$ cat config.mk
export PLATFORM = sky130hd
export DESIGN_NAME = regfile_wb_scoreboard
export DESIGN_NICKNAME = d
export VERILOG_FILES = /design/src/rtl/regfile_wb_scoreboard.sv
export SDC_FILE = /design/constraint.sdc
export NUM_CORES = 1
export LEC_CHECK = 0
export CORE_AREA = 2 2 96 98
export DETAILED_ROUTE_END_ITERATION = 8
export DIE_AREA = 0 0 98 100
export PLACE_DENSITY = 0.79
export SYNTH_ARGS = -nofsm -noshare
export SYNTH_HDL_FRONTEND = slang
export SYNTH_SLANG_ARGS = --single-unit
$ cat constraint.sdc
create_clock -name clk -period 10.4 [get_ports clk]
set_input_delay 2.08 -clock clk [delete_from_list [all_inputs] [get_ports clk]]
set_output_delay 2.08 -clock clk [all_outputs]
set_load 0.01 [all_outputs]
$ cat src/rtl/regfile_wb_scoreboard.sv
// Writeback decoder and busy scoreboard for the register file.
// Produces a registered one-hot load enable and stalls issue on RAW/WAW hazards.
module regfile_wb_scoreboard #(
  parameter int ADDR_W   = 5,
  parameter int ZERO_REG = 1,
  parameter int NREGS    = 2 ** ADDR_W
) (
  input  logic              clk,
  input  logic              reset,
  input  logic              iss_valid,
  input  logic [ADDR_W-1:0] iss_dst,
  input  logic [ADDR_W-1:0] iss_src_a,
  input  logic              iss_use_a,
  input  logic [ADDR_W-1:0] iss_src_b,
  input  logic              iss_use_b,
  output logic              stall,
  input  logic              wb_valid,
  input  logic [ADDR_W-1:0] wb_dst,
  output logic [NREGS-1:0]  ld_en,
  output logic [NREGS-1:0]  busy,
  output logic [ADDR_W:0]   busy_cnt,
  output logic              wb_err
);

  logic [NREGS-1:0] ld_en_q, ld_en_d;
  logic [NREGS-1:0] busy_q, busy_d;
  logic [ADDR_W:0]  busy_cnt_q, busy_cnt_d;
  logic             wb_err_q, wb_err_d;
  logic             iss_accept;
  logic             iss_is_zero;
  logic             wb_is_zero;

  function automatic logic [ADDR_W:0] popcount(input logic [NREGS-1:0] v);
    logic [ADDR_W:0] cnt;
    cnt = '0;
    for (int i = 0; i < NREGS; i++) begin
      cnt = cnt + {{ADDR_W{1'b0}}, v[i]};
    end
    return cnt;
  endfunction

  assign iss_is_zero = (ZERO_REG != 0) && (iss_dst == '0);
  assign wb_is_zero  = (ZERO_REG != 0) && (wb_dst == '0);

  // Hazard check sees registered busy only; a writeback this cycle does not unblock issue.
  always_comb begin
    stall = iss_valid & ((iss_use_a & busy_q[iss_src_a]) |
                         (iss_use_b & busy_q[iss_src_b]) |
                         busy_q[iss_dst]);
  end

  assign iss_accept = iss_valid & ~stall;

  always_comb begin
    busy_d   = busy_q;
    ld_en_d  = '0;
    wb_err_d = wb_err_q;
    if (wb_valid && !wb_is_zero) begin
      busy_d[wb_dst]  = 1'b0;
      ld_en_d[wb_dst] = 1'b1;
      if (!busy_q[wb_dst]) begin
        wb_err_d = 1'b1;
      end
    end
    if (iss_accept && !iss_is_zero) begin
      busy_d[iss_dst] = 1'b1;
    end
    if (ZERO_REG != 0) begin
      busy_d[0] = 1'b0;
    end
    busy_cnt_d = popcount(busy_d);
  end

  // Register stage: all scoreboard state and the load enable update together.
  always_ff @(posedge clk) begin
    if (reset) begin
      ld_en_q    <= '0;
      busy_q     <= '0;
      busy_cnt_q <= '0;
      wb_err_q   <= 1'b0;
    end else begin
      ld_en_q    <= ld_en_d;
      busy_q     <= busy_d;
      busy_cnt_q <= busy_cnt_d;
      wb_err_q   <= wb_err_d;
    end
  end

  assign ld_en    = ld_en_q;
  assign busy     = busy_q;
  assign busy_cnt = busy_cnt_q;
  assign wb_err   = wb_err_q;

endmodule

==> impl_results.md <==
- Status: complete, no violations
- Nets: 590
- HPWL Detailed: 9.724 mm
- GRT busiest layer: met2
- RSZ-0062 raised after global routing: no
- FF-to-FF Start: busy[25]$_SDFF_PP0_
- Hold crit path type: reg -> reg
- CTS resizes: 0
- Crit-path max FO: 14
- Buffers added on ports: 96
- Peak VDD IR: 0.00006557 V
- Vias per cell: 6.311
- Die ar.: 9800 um2
- GR Layer Usage met3: 5.084%
- Worst Setup Slack post-DPL: 0.5792 ns
- Core area: 8890 um2
- Mapped Avg Cell Area: 9.504 um2
- Final setup violation count: 0
- Starting Density: 49.18%
- Total track usage: 27.37%
- Hold Fails Final Rpt: 0
- R2R Setup Slk: 3.14 ns
- Height of the die: 100 um
- Synth Flop Type: dfxtp_1
- Ys Warns: 0
- Post-Syn Instances: 460
- Worst r2r dst: busy_cnt[4]$_SDFF_PP0_
- Synthesized area: 4372 um2
- Setup bufs post-CTS: 0
- Antenna-violating nets left: 0
- Yosys cell types: 46
- Layout Skew: 0.008814 ns
- Routed WL per cell: 20.61 um
- CP startpoint kind: input pin
- Max Freq: 105.8 MHz
- Cell Rows: 35
- Post-synth EDFFs: 0
- Initial antenna violation count: 0
- # IOs: 98
- Worst-Skew Late Latency: 0.35 ns
- Slew HR: 34.23%
- Global-route wire length before repair: 21.13 mm
- Crit share post-route: 90.92%
- Cell Area, Placed: 5339 um2
- Layout cells sized above 1: 10.76%
- Post-route cell area: 5560 um2
- Async SR Flop Fraction: 0%
- Met2 Usage GRT: 42.31%
- Leak: 2.035 nW
- Yosys reg bits: 70
- CP Class: in -> reg
- Register area share after synthesis: 32.05%
- Clock Tree Buf Depth: 2
- Worst Reg-to-Reg Cells: 22
- Setup TNS: 0 ns
- Routability congestion estimate: 0.9085
- Slew Limit Fails: 0
- P per Cell Area: 107.8 nW/um2
- Synthesis-to-layout area growth: 27.19%
- Clock transition at path regs: 0.08 ns
- H-tree depth: 3
- Drt drc: 0
- Min Clock Period, post-route: 9.456 ns
- CTS Hold Buffers Added: 0
- Final WS setup: 0.9444 ns
- Chip width: 98 um
- Antenna Cells: 0
- Clock root buffer: clkbuf_8
- Final wirelength: 13.39 mm
- Vias: 4102
- Slew @ Worst Pin: 0.9834 ns
- CP required: 10.62 ns
- Clock net sink count: 70
- Iteration-0 DRC Markers: 450
- GRT met1 Usage: 37.30%
- Max Cap Viol: 0
- Vias in the first global route: 4071
- Hold Path Cell Cnt: 2
- GR Overflow Total: 0
- Crit. End Element: flop
- Largest net degree at the start of global routing: 53
- Worst Path Arrival: 9.68 ns
- CTS tree: done
- Drt pass-1 iters: 5
- Hold Startpoint: wb_err$_SDFFE_PP0P_
- Num CTS Buffers: 9
- Hold Path End: wb_err$_SDFFE_PP0P_
[placed cells by master, fill, tap and decap left out, types with 2 or more instances in the layout]
| cell | instances |
|---|---|
| nand2_1 | 12 |
| inv_1 | 29 |
| clkinv_4 | 2 |
| mux4_2 | 17 |
| a21o_1 | 3 |
| nand2b_1 | 5 |
| o21ai_1 | 5 |
| clkbuf_8 | 9 |
| mux2_2 | 3 |
| o221ai_1 | 2 |
| nand4_1 | 5 |
| or2_2 | 12 |
| nand4_2 | 2 |
| buf_4 | 2 |
| nand3_1 | 9 |
| o21ai_0 | 34 |
| conb_1 | 2 |
| xnor2_1 | 2 |
| a311oi_1 | 3 |
| dfxtp_1 | 70 |
| fa_1 | 23 |
| nor2_1 | 41 |
| or3b_2 | 4 |
| nor2b_1 | 4 |
| nor4_1 | 4 |
| a21oi_1 | 6 |
| nand3b_1 | 10 |
| clkdlybuf4s50_1 | 96 |
| o21a_1 | 26 |
| ha_1 | 7 |
| nor3_1 | 5 |
| o22ai_1 | 36 |
| bufinv_16 | 2 |
| or3_1 | 3 |
| mux2i_1 | 28 |
[cell type report]
class | instances | area [um2]
Fill cell | 748 | 3329
Multi-Input combinational cell | 326 | 2714
Sequential cell | 70 | 1401
Timing Repair Buffer | 98 | 975.9
Tap cell | 111 | 138.9
Clock buffer | 10 | 127.6
Inverter | 29 | 108.9
Clock inverter | 6 | 93.84
[logic make-up (layout without fill, tap and decap cells)]
family,count (synthesis),after routing,share of synthesized area [%]
simple gates,122,122,15.40
compound gates,121,121,17.43
flops,70,70,32.05
buf+inv,65,143,5.953
mux,48,48,15.94
fa+ha+maj,30,30,12.54
xor+xnor,3,3,0.6011
other cells,1,2,0.08578
[sequential cells by signal (all words and copies together), names as in the netlist]
name,cells
ld_en,32
wb_err,1
busy_cnt,6
busy,31
[critical path, stage by stage]
cell and delay (ns):
clkdlybuf4s50_1 0.80, mux4_2 0.56, mux2_2 0.27, nand4_1 0.08
nand4_1 0.16, nor3_4 0.35, nand4_1 0.58, o21a_1 0.41
fa_1 0.50, fa_1 0.55, fa_1 0.44, fa_1 0.53
fa_1 0.54, inv_1 0.06, fa_1 0.47, inv_1 0.09
fa_1 0.16, inv_1 0.06, fa_1 0.41, a21o_1 0.17
a21oi_1 0.16, xor2_1 0.16, nor2_1 0.05
[worst max-delay path by stage]
stage                  from                endpoint  slack, ns  depth (start not counted)
3_3_place_gp   iss_src_b[1]  busy_cnt[4]$_SDFF_PP0_       0.81                         23
6_report       iss_src_b[1]  busy_cnt[4]$_SDFF_PP0_       0.94                         23
4_1_cts        iss_src_b[1]  busy_cnt[4]$_SDFF_PP0_       0.94                         23
5_1_grt        iss_src_b[1]  busy_cnt[4]$_SDFF_PP0_       0.55                         23
2_1_floorplan  iss_src_b[1]  busy_cnt[4]$_SDFF_PP0_       1.91                         24
3_5_place_dp   iss_src_b[1]  busy_cnt[4]$_SDFF_PP0_       0.58                         23
[metal layers]
layer / wire (um) / share of wire [%] / up-vias
met1: 5324 / 40 / 1990
met4: 444 / 3.3 / 0
met5: 0 / 0 / -
met3: 1293 / 9.7 / 42
li1: - / - / 1811
met2: 6331 / 47 / 259
[cell usage after synthesis (6+ instances only)]
cell | instances | area (um2)
dfxtp_1 | 70 | 1401
nor2_1 | 41 | 153.9
ha_1 | 7 | 87.58
clkbuf_1 | 27 | 101.4
nand2_1 | 12 | 45.04
a21oi_1 | 6 | 30.03
inv_1 | 29 | 108.9
nand3_1 | 9 | 45.04
or2_2 | 12 | 75.07
o21a_1 | 26 | 195.2
o22ai_1 | 36 | 225.2
nand3b_1 | 10 | 75.07
fa_1 | 23 | 460.4
mux2i_1 | 28 | 280.3
buf_2 | 7 | 35.03
o21ai_0 | 34 | 170.2
mux4_2 | 17 | 382.9
[per-stage QoR]
step                      hold slack (ns)  util [%]  cells  total power [mW]
final                              0.5031     62.55    650            0.5995
after global routing               0.5209     62.55    650            0.6188
after CTS                          0.4982     62.55    650            0.5990
after detailed placement           0.4718     60.06    634            0.3546
after global placement             0.4703     60.06    634            0.3534
after floorplan                    0.5023         -    461            0.3266
[power breakdown]
part	leakage [nW]	total (mW)	internal (mW)	switching [mW]
clock	0.107	0.250	0.137	0.113
combinational	1.36	0.0770	0.0326	0.0444
sequential	0.565	0.273	0.271	0.00216
total	2.04	0.600	0.440	0.160
Note: power is estimated with default switching activity, not from simulation.
